==> src/rtl/fetch_stage.sv <==
// RV32I instruction-fetch front end: owns the PC, keeps one imem request in flight,
// buffers up to two fetched words and presents the head to the IF/ID register.
module fetch_stage #(
  parameter logic [31:0] RESET_PC  = 32'h0000_0000,
  parameter int          BUF_DEPTH = 2
) (
  input  logic        clk,
  input  logic        rst,
  input  logic        next_select,
  input  logic [31:0] jal_target,
  input  logic        jalr,
  input  logic [31:0] jalr_target,
  input  logic        branch_result,
  input  logic [31:0] branch_target,
  input  logic        load,
  output logic        imem_req,
  output logic [31:0] imem_addr,
  input  logic        imem_ready,
  input  logic        imem_rvalid,
  input  logic [31:0] imem_rdata,
  output logic [31:0] pre_address_pc,
  output logic [31:0] instruction_fetch,
  output logic        fetch_misaligned
);

  typedef enum logic [1:0] {IDLE, WAIT, WAIT_SQUASH} state_t;

  localparam logic [2:0] OCC_MAX = 3'(BUF_DEPTH - 1);

  state_t           state;
  logic [31:0]      pc, req_pc, target;
  logic [1:0][31:0] buf_pc, buf_ins;
  logic [1:0]       count, wr_sel;
  logic [2:0]       occ_next;
  logic             redirect, pop, push, accept;
  logic             unused_jalr_lsb;

  assign unused_jalr_lsb = jalr_target[0];

  assign redirect = branch_result | jalr | next_select;
  assign pop      = (count != 2'd0) & ~load & ~redirect;
  assign push     = imem_rvalid & (state == WAIT) & ~redirect;
  assign occ_next = {1'b0, count} - {2'b0, pop} + {2'b0, push};
  // Slot a push lands in, after any same-cycle pop has shifted entry 1 down.
  assign wr_sel   = count - {1'b0, pop};

  always_comb begin
    target = jal_target;
    if (jalr)          target = {jalr_target[31:1], 1'b0};
    if (branch_result) target = branch_target;
  end

  // Issue only when the word can be guaranteed a buffer slot on return.
  assign imem_req  = ~rst & ~redirect &
                     ((state == IDLE) | ((state == WAIT) & imem_rvalid)) &
                     (occ_next <= OCC_MAX);
  assign imem_addr = pc;
  assign accept    = imem_req & imem_ready;

  assign pre_address_pc    = (count != 2'd0) ? buf_pc[0]  : 32'h0;
  assign instruction_fetch = (count != 2'd0) ? buf_ins[0] : 32'h0;

  always_ff @(posedge clk or posedge rst) begin
    if (rst) begin
      pc               <= RESET_PC;
      req_pc           <= RESET_PC;
      count            <= 2'd0;
      state            <= IDLE;
      fetch_misaligned <= 1'b0;
      buf_pc           <= '0;
      buf_ins          <= '0;
    end else begin
      fetch_misaligned <= redirect & (target[1:0] != 2'b00);
      if (redirect) begin
        pc    <= {target[31:2], 2'b00};
        count <= 2'd0;
        // A response landing in the redirect cycle retires the outstanding request.
        if (state != IDLE) state <= imem_rvalid ? IDLE : WAIT_SQUASH;
      end else begin
        count <= occ_next[1:0];
        if (accept) begin
          pc     <= pc + 32'd4;
          req_pc <= pc;
        end
        case (state)
          IDLE:        if (accept) state <= WAIT;
          WAIT:        if (imem_rvalid) state <= accept ? WAIT : IDLE;
          WAIT_SQUASH: if (imem_rvalid) state <= IDLE;
          default:     state <= IDLE;
        endcase
        if (pop) begin
          buf_pc[0]  <= buf_pc[1];
          buf_ins[0] <= buf_ins[1];
        end
        if (push) begin
          buf_pc[wr_sel[0]]  <= req_pc;
          buf_ins[wr_sel[0]] <= imem_rdata;
        end
      end
    end
  end

endmodule

==> config.mk <==
export PLATFORM = sky130hd
export DESIGN_NAME = fetch_stage
export DESIGN_NICKNAME = d
export VERILOG_FILES = /design/src/rtl/fetch_stage.sv
export SDC_FILE = /design/constraint.sdc
export NUM_CORES = 1
export LEC_CHECK = 0
export BUFFER_PORTS_ARGS = -buffer_cell sky130_fd_sc_hd__buf_2
export CAP_MARGIN = 40
export CORE_MARGIN = 10
export CORE_UTILIZATION = 58
export DETAILED_ROUTE_END_ITERATION = 8
export PLACE_DENSITY = 0.82
export REMOVE_ABC_BUFFERS = 1
export SYNTH_ARGS = -nofsm -noshare
export SYNTH_HDL_FRONTEND = slang
export SYNTH_SLANG_ARGS = --single-unit
==> constraint.sdc <==
create_clock -name clk -period 13.8 [get_ports clk]
set_input_delay 0.69 -clock clk [delete_from_list [all_inputs] [get_ports clk]]
set_output_delay 0.69 -clock clk [all_outputs]
set_load 0.02 [all_outputs]
==> results.rst <==
.. list-table::
   :header-rows: 1

   * - Metric
     - Value
   * - Worst path setup slack after routing
     - 9.43 ns
   * - Power spent charging and discharging nets
     - 0.335 mW
   * - Commonest register cell after synthesis
     - sky130_fd_sc_hd__dfrtp_1
   * - Layout cell share with drive strength beyond 1
     - 0.263
   * - Cell at the slowest stage of the critical path
     - sky130_fd_sc_hd__nor2_4
   * - Worst stage delay on the critical path
     - 0.66 ns
   * - Filler Cell Count
     - 1,267
   * - Most area-consuming cells after synthesis
     - sky130_fd_sc_hd__dfrtp_1 (50%), sky130_fd_sc_hd__mux2_1 (7.1%), sky130_fd_sc_hd__nand2_1 (6.7%)
   * - Hold Path Class
     - in -> async
   * - Post-layout instance area
     - 0.0114 mm²
   * - Number of H-tree levels
     - 4
   * - Top-level I/O count
     - 234
   * - Worst Path Required
     - 14.12 ns
   * - CTS Root Cell
     - sky130_fd_sc_hd__clkbuf_16
   * - Die ar.
     - 0.0219 mm²
   * - Cell internal power dissipation
     - 0.923 mW
   * - Final setup vio count
     - 0
   * - Gr busiest metal
     - met2
   * - Area used by multi-input combinational logic
     - 0.00442 mm²
   * - Clock tree from TritonCTS
     - yes
   * - Average via count per standard cell
     - 5.80
   * - Width of the die
     - 148 µm
   * - Std-Cell Rows
     - 46
   * - Setup Skew
     - 0.0102 ns
   * - FF+latch count, synth
     - 191
   * - Post-Route Utilization
     - 0.714
   * - Sequential fraction of the synthesis area
     - 0.503
   * - Number of antenna violations at the first check in global routing
     - 0
   * - Relative contribution of sequential cells to total power
     - 0.517
   * - Via count of the first global-routing pass
     - 8,494
   * - Number of enable flip-flop cells after synthesis
     - 0
   * - Share of the clock period used by the worst path after layout
     - 0.316
   * - Top-count cell post-synth
     - sky130_fd_sc_hd__dfrtp_1
   * - Biggest fanout along the worst timing path
     - 64
   * - Wire length of the first global-routing pass
     - 43,600 µm
   * - Critical path class
     - in -> reg
   * - Worst skew pair latency
     - 0.43 ns
   * - Detailed router's first-iteration violation count
     - 591
   * - Post-Syn Instances
     - 994
   * - Final Slew Violations
     - 0
   * - Post-route minimum period
     - 4.37 ns
   * - Pwr per Cell Area
     - 110 mW/mm²
   * - Max frequency
     - 229 MHz
   * - First-pass iteration count of the detailed router
     - 5
   * - Area growth from synthesis to layout
     - 19.9%
   * - Final Instance Count excl. Fillers
     - 1,415
   * - Floorplan Core Area
     - 0.0159 mm²
   * - Number of routed nets with antenna violations
     - 0
   * - DRC violation count after routing
     - 0
   * - Area leader, netlist
     - sky130_fd_sc_hd__dfrtp_1
   * - Final WL
     - 26,800 µm
   * - Total global routing overflow
     - 0
   * - CP Cell Sequence
     - buf_2, buf_4, or3_1, nor2_1, ha_1, inv_1, fa_1, nor2b_1, nand4_1, nor2_4, buf_16, mux2_2
   * - Yosys warning total
     - 0
   * - Library cells used by synthesis
     - 53
   * - Leakage power
     - 5.63 nW
   * - Global-route usage over all layers
     - 0.244
   * - Footprint of the flip-flops and latches
     - 0.00478 mm²
   * - Final-report hold violation count
     - 0
   * - Status
     - finished, final reports clean
   * - Total clock buffers created by CTS
     - 17
   * - Fraction of power consumed by combinational cells
     - 0.122
   * - FF-to-FF setup slack
     - 9.61 ns
   * - Initial core utilization
     - 0.596
   * - Post-Place Cells
     - 1,383
   * - Accumulated negative setup slack
     - 0 ns
   * - Final hold slack
     - 0.413 ns
   * - Yosys top cell area share
     - 0.503
   * - Maximum number of pins on one net before global-route repair
     - 105
   * - Maximum resistive drop on vdd
     - 0.0892 mV
   * - Minimum setup slack after placement
     - 9.04 ns
   * - Met3 global-route usage
     - 0.0653
   * - Final estimated routing congestion in global placement
     - 0.857
   * - Startpoint class of the critical path
     - primary input
   * - Die height
     - 148 µm
   * - Commonest cells post-synth
     - sky130_fd_sc_hd__dfrtp_1 (191), sky130_fd_sc_hd__nand2_1 (170), sky130_fd_sc_hd__nor2_1 (95)
   * - Async set-reset flop share out of synthesis
     - 1.00
   * - Net count, final
     - 1,325
   * - Mean post-synth cell area
     - 9.56 µm²
   * - Setup repair bufs after CTS
     - 0
   * - Max-cap check violation count
     - 0
   * - Detailed-route via count
     - 8,210
   * - Global routing usage on met1
     - 0.318
   * - Number of resized instances in the post-cts repair step
     - 0
   * - Setup repair after global routing missed its margin
     - no
   * - DP HPWL
     - 17,900 µm
   * - Post-Syn Area
     - 0.00950 mm²
   * - CP arrival
     - 4.68 ns
   * - Total of buffers placed on input and output ports
     - 230
   * - Fraction of power consumed by the clock network
     - 0.361
   * - Sink count of the clock tree
     - 191
   * - RR Endpoint
     - req_pc[8]
   * - Clock buffer depth
     - 2
   * - Source of the worst register-to-register timing path
     - count[1]
   * - Number of hold buffers added after cts
     - 0
   * - Clock-pin slew on the worst setup and hold paths
     - 0.07 ns
   * - Max-Slew Margin vs Limit
     - 0.380
   * - Worst Tran Pin Value
     - 0.931 ns
   * - Total chip power
     - 1.26 mW
   * - Area after DPL
     - 0.0108 mm²
   * - WL/cell
     - 18.9 µm
   * - Critical path origin
     - branch_result
   * - Met2 Track Usage GR
     - 0.385
   * - Net switching fraction of the power
     - 0.266
   * - Type of destination of the critical path
     - flip-flop
   * - Worst r2r path cells
     - 10
-- cell type report --
cell class                      instances  area share
Timing Repair Buffer                  244       0.115
Clock inverter                          8     0.00505
Sequential cell                       191       0.420
Inverter                               15     0.00560
Tap cell                              216      0.0237
Clock buffer                           23      0.0420
Multi-Input combinational cell        717       0.388
Antenna cell                            1    0.000220
-- sequential cells by signal, indices dropped and copies added (netlist names) --
register and cells:
buf_pc 62, fetch_misaligned 1, buf_ins 64, count 2
req_pc 30, state 2, imem_addr 30
-- power by group through the flow --
stage	sequential (mW)	clock [mW]	combinational [mW]
after floorplan	0.658	0	0.0818
after global placement	0.656	0	0.148
after detailed placement	0.660	0	0.154
after CTS	0.649	0.459	0.155
after global routing	0.657	0.483	0.171
final	0.650	0.454	0.154
-- layer usage --
metal | wire, µm | share of wire
met4 | 621 | 0.023
met3 | 2090 | 0.078
met5 | 0 | 0
met2 | 12400 | 0.46
met1 | 11700 | 0.44
-- cell families after synthesis --
kind of cell / Yosys count / synth area share
simple gates: 421 / 0.210
flops: 191 / 0.503
compound gates: 187 / 0.125
mux: 94 / 0.111
buf+inv: 87 / 0.0364
xor+xnor: 10 / 0.00922
fa+ha+maj: 3 / 0.00474
other cells: 1 / 0.000395
-- how the worst max path moves through the flow --
stage | to | slack [ns] | cells past startpoint
2_1_floorplan | req_pc[10] | 7.23 | 8
3_3_place_gp | req_pc[25] | 8.91 | 11
3_5_place_dp | req_pc[25] | 9.04 | 12
4_1_cts | req_pc[25] | 9.48 | 12
5_1_grt | req_pc[23] | 9.15 | 12
6_report | req_pc[8] | 9.43 | 12
-- worst max-delay path, delay by kind of cell --
kind,cells,cell delay (ns)
mux,1,0.35
simple gates,5,2.26
fa+ha+maj,2,0.67
buf+inv,4,0.67
-- cell usage in the layout (no fill, tap or decap), types with 11 or more instances in the layout --
master,n
sky130_fd_sc_hd__buf_2,231
sky130_fd_sc_hd__dfrtp_1,191
sky130_fd_sc_hd__nand2_1,168
sky130_fd_sc_hd__nor2_1,93
sky130_fd_sc_hd__a31oi_1,68
sky130_fd_sc_hd__nor2b_1,68
sky130_fd_sc_hd__mux2_1,60
sky130_fd_sc_hd__a21oi_1,58
sky130_fd_sc_hd__mux2_2,32
sky130_fd_sc_hd__nand4_1,21
sky130_fd_sc_hd__clkbuf_16,17
sky130_fd_sc_hd__o21ai_0,15
sky130_fd_sc_hd__nand3b_1,14
sky130_fd_sc_hd__inv_1,14
sky130_fd_sc_hd__a221oi_1,11
(Power assumes the default switching activity.)
